$ cat src/rtl/synapse_weight_loader.sv
// AXI4-Lite write master for the synaptic weight memory: one (index, weight) item
// becomes one write, optionally followed by a read-back compare.
//
// state    | meaning
// S_IDLE   | ready for the next item
// S_REJECT | out-of-range index, retire without bus traffic
// S_WRITE  | AW and W channels outstanding
// S_WRESP  | waiting for the write response
// S_RADDR  | read-back address outstanding
// S_RDATA  | waiting for read-back data
module synapse_weight_loader #(
  parameter int          NUM_SYNAPSES   = 72832,
  parameter int          IDX_W          = 17,
  parameter logic [31:0] BASE_ADDR      = 32'h0,
  parameter int          VERIFY         = 0,
  parameter int          TIMEOUT_CYCLES = 1024
) (
  input  logic             clk,
  input  logic             rst_n,
  input  logic             in_valid_i,
  output logic             in_ready_o,
  input  logic [IDX_W-1:0] in_index_i,
  input  logic [15:0]      in_weight_i,
  input  logic             in_last_i,
  input  logic             clear_i,
  output logic [31:0]      m_axi_awaddr_o,
  output logic             m_axi_awvalid_o,
  input  logic             m_axi_awready_i,
  output logic [31:0]      m_axi_wdata_o,
  output logic [3:0]       m_axi_wstrb_o,
  output logic             m_axi_wvalid_o,
  input  logic             m_axi_wready_i,
  input  logic [1:0]       m_axi_bresp_i,
  input  logic             m_axi_bvalid_i,
  output logic             m_axi_bready_o,
  output logic [31:0]      m_axi_araddr_o,
  output logic             m_axi_arvalid_o,
  input  logic             m_axi_arready_i,
  input  logic [31:0]      m_axi_rdata_i,
  input  logic [1:0]       m_axi_rresp_i,
  input  logic             m_axi_rvalid_i,
  output logic             m_axi_rready_o,
  output logic             busy_o,
  output logic             done_o,
  output logic [31:0]      wr_count_o,
  output logic [15:0]      err_count_o,
  output logic             timeout_flag_o
);

  localparam bit             VERIFY_EN = (VERIFY != 0);
  localparam int             TW        = $clog2(TIMEOUT_CYCLES);
  localparam logic [TW-1:0]  TMR_LOAD  = TW'(TIMEOUT_CYCLES - 1);
  localparam logic [IDX_W:0] NUM_L     = NUM_SYNAPSES[IDX_W:0];

  typedef enum logic [2:0] {
    S_IDLE, S_REJECT, S_WRITE, S_WRESP, S_RADDR, S_RDATA
  } state_e;

  state_e        state_q;
  logic [31:0]   addr_q;
  logic [15:0]   weight_q;
  logic          last_q;
  logic [TW-1:0] tmr_q;
  logic          in_ready_q, done_q;
  logic          awvalid_q, wvalid_q, bready_q, arvalid_q, rready_q;
  logic [31:0]   wr_count_q;
  logic [15:0]   err_count_q;
  logic          tflag_q;

  logic accept, bad_idx, aw_hs, w_hs, wr_fin, b_hs, ar_hs, r_hs;
  logic active, tmo, rd_pass, err_inc, wr_inc;
  logic unused_rdata_hi;

  assign unused_rdata_hi = ^m_axi_rdata_i[31:16];

  always_comb begin
    accept  = in_valid_i && in_ready_q;
    bad_idx = {1'b0, in_index_i} >= NUM_L;
    aw_hs   = awvalid_q && m_axi_awready_i;
    w_hs    = wvalid_q && m_axi_wready_i;
    wr_fin  = (state_q == S_WRITE) && (!awvalid_q || aw_hs) && (!wvalid_q || w_hs);
    b_hs    = (state_q == S_WRESP) && bready_q && m_axi_bvalid_i;
    ar_hs   = (state_q == S_RADDR) && arvalid_q && m_axi_arready_i;
    r_hs    = (state_q == S_RDATA) && rready_q && m_axi_rvalid_i;
    active  = (state_q == S_WRITE) || (state_q == S_WRESP) ||
              (state_q == S_RADDR) || (state_q == S_RDATA);
    // A handshake landing on the last allowed cycle wins over the timeout.
    tmo     = active && (tmr_q == '0) && !(wr_fin || b_hs || ar_hs || r_hs);
    rd_pass = (m_axi_rresp_i == 2'b00) && (m_axi_rdata_i[15:0] == weight_q);
    err_inc = (accept && bad_idx) || tmo ||
              (b_hs && (m_axi_bresp_i != 2'b00)) || (r_hs && !rd_pass);
    wr_inc  = (b_hs && (m_axi_bresp_i == 2'b00) && !VERIFY_EN) || (r_hs && rd_pass);
  end

  always_ff @(posedge clk or negedge rst_n) begin
    if (!rst_n) begin
      state_q    <= S_IDLE;
      addr_q     <= '0;
      weight_q   <= '0;
      last_q     <= 1'b0;
      tmr_q      <= '0;
      in_ready_q <= 1'b1;
      done_q     <= 1'b0;
      awvalid_q  <= 1'b0;
      wvalid_q   <= 1'b0;
      bready_q   <= 1'b0;
      arvalid_q  <= 1'b0;
      rready_q   <= 1'b0;
    end else begin
      done_q <= 1'b0;
      if (tmr_q != '0) tmr_q <= tmr_q - 1'b1;
      case (state_q)
        S_IDLE: begin
          if (accept) begin
            addr_q     <= BASE_ADDR + 32'({in_index_i, 2'b00});
            weight_q   <= in_weight_i;
            last_q     <= in_last_i;
            in_ready_q <= 1'b0;
            if (bad_idx) begin
              state_q <= S_REJECT;
            end else begin
              state_q   <= S_WRITE;
              awvalid_q <= 1'b1;
              wvalid_q  <= 1'b1;
              tmr_q     <= TMR_LOAD;
            end
          end
        end
        S_REJECT: begin
          state_q    <= S_IDLE;
          in_ready_q <= 1'b1;
          done_q     <= last_q;
        end
        S_WRITE: begin
          if (aw_hs) awvalid_q <= 1'b0;
          if (w_hs)  wvalid_q  <= 1'b0;
          if (wr_fin) begin
            state_q  <= S_WRESP;
            bready_q <= 1'b1;
            tmr_q    <= TMR_LOAD;
          end else if (tmo) begin
            awvalid_q  <= 1'b0;
            wvalid_q   <= 1'b0;
            state_q    <= S_IDLE;
            in_ready_q <= 1'b1;
            done_q     <= last_q;
          end
        end
        S_WRESP: begin
          if (b_hs && VERIFY_EN && (m_axi_bresp_i == 2'b00)) begin
            bready_q  <= 1'b0;
            state_q   <= S_RADDR;
            arvalid_q <= 1'b1;
            tmr_q     <= TMR_LOAD;
          end else if (b_hs || tmo) begin
            bready_q   <= 1'b0;
            state_q    <= S_IDLE;
            in_ready_q <= 1'b1;
            done_q     <= last_q;
          end
        end
        S_RADDR: begin
          if (ar_hs) begin
            arvalid_q <= 1'b0;
            state_q   <= S_RDATA;
            rready_q  <= 1'b1;
            tmr_q     <= TMR_LOAD;
          end else if (tmo) begin
            arvalid_q  <= 1'b0;
            state_q    <= S_IDLE;
            in_ready_q <= 1'b1;
            done_q     <= last_q;
          end
        end
        S_RDATA: begin
          if (r_hs || tmo) begin
            rready_q   <= 1'b0;
            state_q    <= S_IDLE;
            in_ready_q <= 1'b1;
            done_q     <= last_q;
          end
        end
        default: begin
          state_q    <= S_IDLE;
          in_ready_q <= 1'b1;
          awvalid_q  <= 1'b0;
          wvalid_q   <= 1'b0;
          bready_q   <= 1'b0;
          arvalid_q  <= 1'b0;
          rready_q   <= 1'b0;
        end
      endcase
    end
  end

  // clear wins over any increment landing in the same cycle.
  always_ff @(posedge clk or negedge rst_n) begin
    if (!rst_n) begin
      wr_count_q  <= '0;
      err_count_q <= '0;
      tflag_q     <= 1'b0;
    end else if (clear_i) begin
      wr_count_q  <= '0;
      err_count_q <= '0;
      tflag_q     <= 1'b0;
    end else begin
      if (wr_inc) wr_count_q <= wr_count_q + 32'd1;
      if (err_inc && (err_count_q != 16'hFFFF)) err_count_q <= err_count_q + 16'd1;
      if (tmo) tflag_q <= 1'b1;
    end
  end

  assign in_ready_o      = in_ready_q;
  assign busy_o          = !in_ready_q;
  assign done_o          = done_q;
  assign m_axi_awaddr_o  = addr_q;
  assign m_axi_awvalid_o = awvalid_q;
  assign m_axi_wdata_o   = {16'h0, weight_q};
  assign m_axi_wstrb_o   = 4'hF;
  assign m_axi_wvalid_o  = wvalid_q;
  assign m_axi_bready_o  = bready_q;
  assign m_axi_araddr_o  = addr_q;
  assign m_axi_arvalid_o = arvalid_q;
  assign m_axi_rready_o  = rready_q;
  assign wr_count_o      = wr_count_q;
  assign err_count_o     = err_count_q;
  assign timeout_flag_o  = tflag_q;

endmodule

$ cat config.mk
export PLATFORM = sky130hd
export DESIGN_NAME = synapse_weight_loader
export DESIGN_NICKNAME = d
export VERILOG_FILES = /design/src/rtl/synapse_weight_loader.sv
export SDC_FILE = /design/constraint.sdc
export NUM_CORES = 1
export LEC_CHECK = 0
export ABC_AREA = 0
export CAP_MARGIN = 10
export CORE_MARGIN = 1.5
export CORE_UTILIZATION = 44
export DETAILED_ROUTE_END_ITERATION = 16
export PLACE_DENSITY = 0.81
export SETUP_SLACK_MARGIN = 0.2
export SLEW_MARGIN = 20
export SYNTH_ARGS = -nofsm -noshare
export SYNTH_HDL_FRONTEND = slang
export SYNTH_SLANG_ARGS = --single-unit
$ cat constraint.sdc
create_clock -name clk -period 2.92 [get_ports clk]
set_input_delay 0.292 -clock clk [delete_from_list [all_inputs] [get_ports clk]]
set_output_delay 0.292 -clock clk [all_outputs]
set_load 0.01 [all_outputs]
Word level (Yosys, flattened, before mapping):

Index checks and enable logic that the tools add are counted.

* $add $sub $neg: 3
* bitwise logic cells: 4
* muxes and demuxes: 52
* equality and inequality tests: 16
* order comparisons: 1
* reductions and logical operators: 59

Operator list (number)
* 32-bit 2-to-1 mux: 2
* 10-bit 2-to-1 mux: 5
* 32-bit by 1-bit adder with 32-bit output (second input constant): 1
* 16-bit 2-to-1 mux: 2
* 10-bit case mux with 3 select lines: 1
* 1-bit 2-to-1 mux: 27
* 1-bit logical AND: 20
* 3-bit 2-to-1 mux: 6
* 17-bit >= comparator (second input constant): 1
* 16-bit by 1-bit adder with 16-bit output (second input constant): 1
* 16-bit == test: 1
* 16-bit inequality test (second input constant): 1
* 3-bit case mux with 5 select lines: 1
* 1-bit logical OR: 14
* 2-bit inequality test (second input constant): 6
* 1-bit case mux with 3 select lines: 4
* 3-bit AND reduction: 4
* 4-bit OR reduction: 3
* 10-bit logical NOT: 1
* 1-bit case mux with 5 select lines: 2
* 10-bit nonzero test: 1
* 10-bit by 1-bit subtractor with 10-bit output (second input constant): 1
* 2-bit nonzero test: 4
* 3-bit by 2-bit == test with 1-bit output (second input constant): 2
* 13 further kinds: 24

* output and inout bits: 157
* logic and storage cells: 150
* flip-flop bits (word level): 103
* bits of input ports: 79

Depth between registers and ports, before layout:

* depth after elaboration: 15
* depth in mapped cells: 10
* mapped depth without buffers: 8

Least setup slack after synthesis:

OpenSTA, ideal clock, no wires.

* path type: reg-to-reg
* start: register tmr_q[0]
* end: register err_count_q[10] (netlist: err_count_o[10])
* clock period less this slack: 2.494 ns
* cell stages (with the launch flop): 10
* library setup time: 0.125 ns
* arrival time: 2.369 ns
* setup slack: 0.426 ns
* required time: 2.795 ns
* path buffers: 1
* cell sequence: dfrtp_1 > inv_1 > ha_1 > nor3b_1 > nor4bb_1 > clkbuf_2 > a21boi_2 > o21ai_1 > a211oi_1 > mux2_2

* cells in the longest elaborated chain, start to end: 8

RTL lines
* start, declared: line 63 `logic [TW-1:0] tmr_q;`
* start signal, assigned: line 111 `if (tmr_q != '0) tmr_q <= tmr_q - 1'b1;`
* 10-bit logical NOT: line 88 `tmo = active && (tmr_q == '0) && !(wr_fin || b_hs || ar_hs || r_hs);`
* 1-bit logical AND (2 in a row): line 88
* 1-bit logical OR (2 in a row): line 90 `err_inc = (accept && bad_idx) || tmo ||`
* 1-bit logical OR: line 91 `(b_hs && (m_axi_bresp_i != 2'b00)) || (r_hs && !rd_pass);`
* 1-bit logical AND: line 208 `if (err_inc && (err_count_q != 16'hFFFF)) err_count_q <= err_count_q + 16'd1;`
* 2-bit nonzero test (no line)
* end signal, assigned: line 208
* end, declared: line 67 `logic [15:0] err_count_q;`

Every way passes these cells.
A chain may end at the register's enable or synchronous reset.

Worst setup path in the final report:

* start: register tmr_q[6]
* end: register err_count_q[12] (netlist: err_count_o[12])

Same word-level chain as after synthesis.

==> results.yml <==
status:
  outcome: "complete, no violations"
synthesis:
  synth.top_cells.by_count: "dfrtp_1, buf_4, mux2_2"
  synth_enable_flop_cells: 0
  async_flop_share_pct: 100
  ys.flop_type: "dfrtp_1"
  synth_area_um2: 5840
  ys_top_cells_by_area: "dfrtp_1, mux2_2, buf_4"
  synth_top_area_cell: "dfrtp_1"
  ys_warn_count: 0
  avgSynthCellArea_um2: 9.63
  netlist.area_leader.share_pct: 43.3
  yosysMostFrequentCell: "dfrtp_1"
  yosysSeqAreaShare_pct: 43.7
  synth_seq_cells: 102
  synth_cell_types: 49
  synth_cells: 607
clocking:
  cts_buffers: 9
  clk_latency_ns: 0.35
  clk_path_buf_depth: 2
  cts_tree: "done"
  h-tree-depth: 3
  cts.clk_slew.worst_paths_ns: 0.07
  cts.sinks: 102
  root_buffer: "clkbuf_16"
  cts_hold_buf: 0
sta:
  skew_ns: 0.00448
  finalCritPeriodShare_pct: 87.3
  tns_ns: 0
  setup-violations-final: 0
  holdWs_ns: 0.0151
  period_needed_ns: 2.55
  worstMarginPinSlew_ns: 0.891
  slew_violations: 0
  final_hold_viol_count: 0
  rsz0062_at_grt: "true"
  max-slew-margin-rel_pct: 40.6
  fmax_mhz: 392
global_routing:
  track_usage_pct: 21.6
  grt_pass1_vias: 4885
  grt_max_degree: 55
  antenna_found_initial: 0
  grt_pass1_wl_um: 24200
  grt-ovfl-total: 0
run:
  max_cap_violations: 0
final_layout:
  nets: 840
  area_delta_synth_final_pct: 33.6
  drive_gt1_share_pct: 12.3
  diodes: 0
  final_cell_area_um2: 7800
  fill_cells: 1052
power_and_ir_drop:
  p_leak_uw: 0.00330
  irDropWorstVdd_mv: 0.295
  cellPowerDensity_nw_per_um2: 371
die:
  die_h_um: 118
  ioPinCount: 236
  core_region_area_um2: 12800
  die_w_um: 118
  die_area_um2: 14000
  rows: 41
  initial_utilization_pct: 45.7
detailed_routing:
  avgRoutedWirePerCell_um: 16.0
  postRouteAntennaNets: 0
  initialDrtViolationCount: 405
  num_vias: 4940
  vias_per_cell: 5.28
  drtPass1Iterations: 6
  finalWirelength_um: 14900
  route.detailed.drc: 0
setup_path:
  critPathArrivalTime_ns: 2.78
  crit_type: "register to register"
  critical_path.top_delay_family: "simple AND/OR/NAND/NOR gates"
  cp.required_ns: 3.15
  path_max_fanout: 8
  cp-end-kind: "register"
  path_cells: "nor4_1 -> nor4bb_4 -> a21boi_2 -> o21ai_1 -> a211oi_1 -> mux2_2"
  slowest_stage: "nor4_1"
  crit_buf_inv: 0
  cpPeakStageDelay_ns: 0.52
  crit_path_start_kind: "register"
placement:
  place.gp.congestion: 0.865
  place_area_um2: 7450
  io_buffer_count: 167
  post-dp-hpwl_um: 11300
hold_path:
  min_path_type: "input port to asynchronous set/reset pin"
report_power, final:
group | total (uW) | switching [uW] | internal, uW
combinational | 186 | 99.2 | 86.4
sequential | 1410 | 0.0000000000000633 | 1410
clock | 1300 | 527 | 773
sequential cells by signal (all words and copies together), names as in the netlist:
register and flops:
wr_count_o 32, m_axi_araddr_o 17, err_count_o 16, weight_q 16, tmr_q 10, state_q 3, done_o 1, in_ready_o 1
last_q 1, m_axi_awvalid_o 1, m_axi_bready_o 1, m_axi_rready_o 1, m_axi_wvalid_o 1, timeout_flag_o 1
worst register-to-register path, cell delays in order, from the launching register on:
cell	delay [ns]
dfrtp_1	0.40
nor4_1	0.52
nor4bb_4	0.34
a21boi_2	0.28
o21ai_1	0.24
a211oi_1	0.31
mux2_2	0.36
through the flow:
step	util (%)	cells	power, uW	worst slack, ns
global placement	58.3	919	1620	0.0270
global route	61.1	935	3000	0.188
detailed placement	58.3	919	1630	-0.0279
finish	61.1	935	2900	0.372
CTS	60.8	935	2920	0.246
floorplan	-	656	1550	0.426
worst paths after layout:
path,end,depth (start not counted),slack (ns),from
max in group asynchronous,in_ready_o$_DFFE_PN1P_,2,2.19,rst_n
worst min register to register,timeout_flag_o$_DFFE_PN0P_,2,0.51,timeout_flag_o$_DFFE_PN0P_
worst max register to register,err_count_o[12]$_DFFE_PN0P_,6,0.37,tmr_q[6]$_DFF_PN0_
worst min-delay path,wr_count_o[28]$_DFFE_PN0P_,1,0.02,rst_n
worst max-delay path,err_count_o[12]$_DFFE_PN0P_,6,0.37,tmr_q[6]$_DFF_PN0_
min in group clk,timeout_flag_o$_DFFE_PN0P_,2,0.51,timeout_flag_o$_DFFE_PN0P_
cells in the final DEF, fill, tap and decap left out, types with 10 or more instances in the layout:
cell type / n
a21oi_1: 47
clkdlybuf4s50_1: 165
and3_1: 12
nor2_1: 38
xor2_1: 17
o31ai_1: 10
o21ai_0: 29
or3_1: 23
nand3_1: 23
nor2b_1: 23
conb_1: 51
nand2_1: 34
buf_4: 14
nand4_1: 12
nor3_1: 10
nand2b_1: 11
dfrtp_1: 101
mux2_2: 51
what timing repair did:
item / in CTS / in global routing
pin swaps: 0 / 1
buffers inserted: 0 / 0
cloned: 0 / 0
setup endpoints to repair: 3 / 32
gates resized for setup: 1 / 6
per-layer routing:
| metal | routed length, um | track usage, % | up-vias |
|---|---|---|---|
| met2 | 7670 | 37.7 | 205 |
| met1 | 5990 | 25.8 | 2380 |
| li1 | - | - | 2338 |
| met3 | 1030 | 5.07 | 17 |
| met4 | 242 | 8.23 | 0 |
| met5 | 0 | 0 | - |
cell type report:
| type | instances | area [um^2] | share of cell area (%) |
|---|---|---|---|
| clock buffers | 12 | 246 | 3.16 |
| flip-flops and latches | 102 | 2550 | 32.7 |
| clock inverters | 4 | 70.1 | 0.898 |
| multi-input cells | 455 | 2890 | 37.0 |
| inverters | 8 | 30.0 | 0.385 |
| repair buffers | 182 | 1800 | 23.1 |
| well taps | 172 | 215 | 2.76 |
logic make-up (layout without fill, tap and decap cells):
group / count (synthesis) / after routing / synth area share (%)
simple gates: 215 / 215 / 20.0
compound gates: 110 / 110 / 11.1
flops: 102 / 102 / 43.7
buf+inv: 99 / 206 / 10.9
mux: 54 / 54 / 10.3
xor+xnor: 22 / 22 / 3.30
fa+ha+maj: 3 / 3 / 0.642
other cells: 2 / 51 / 0.129
No activity file was read; power rests on OpenSTA's default activity.
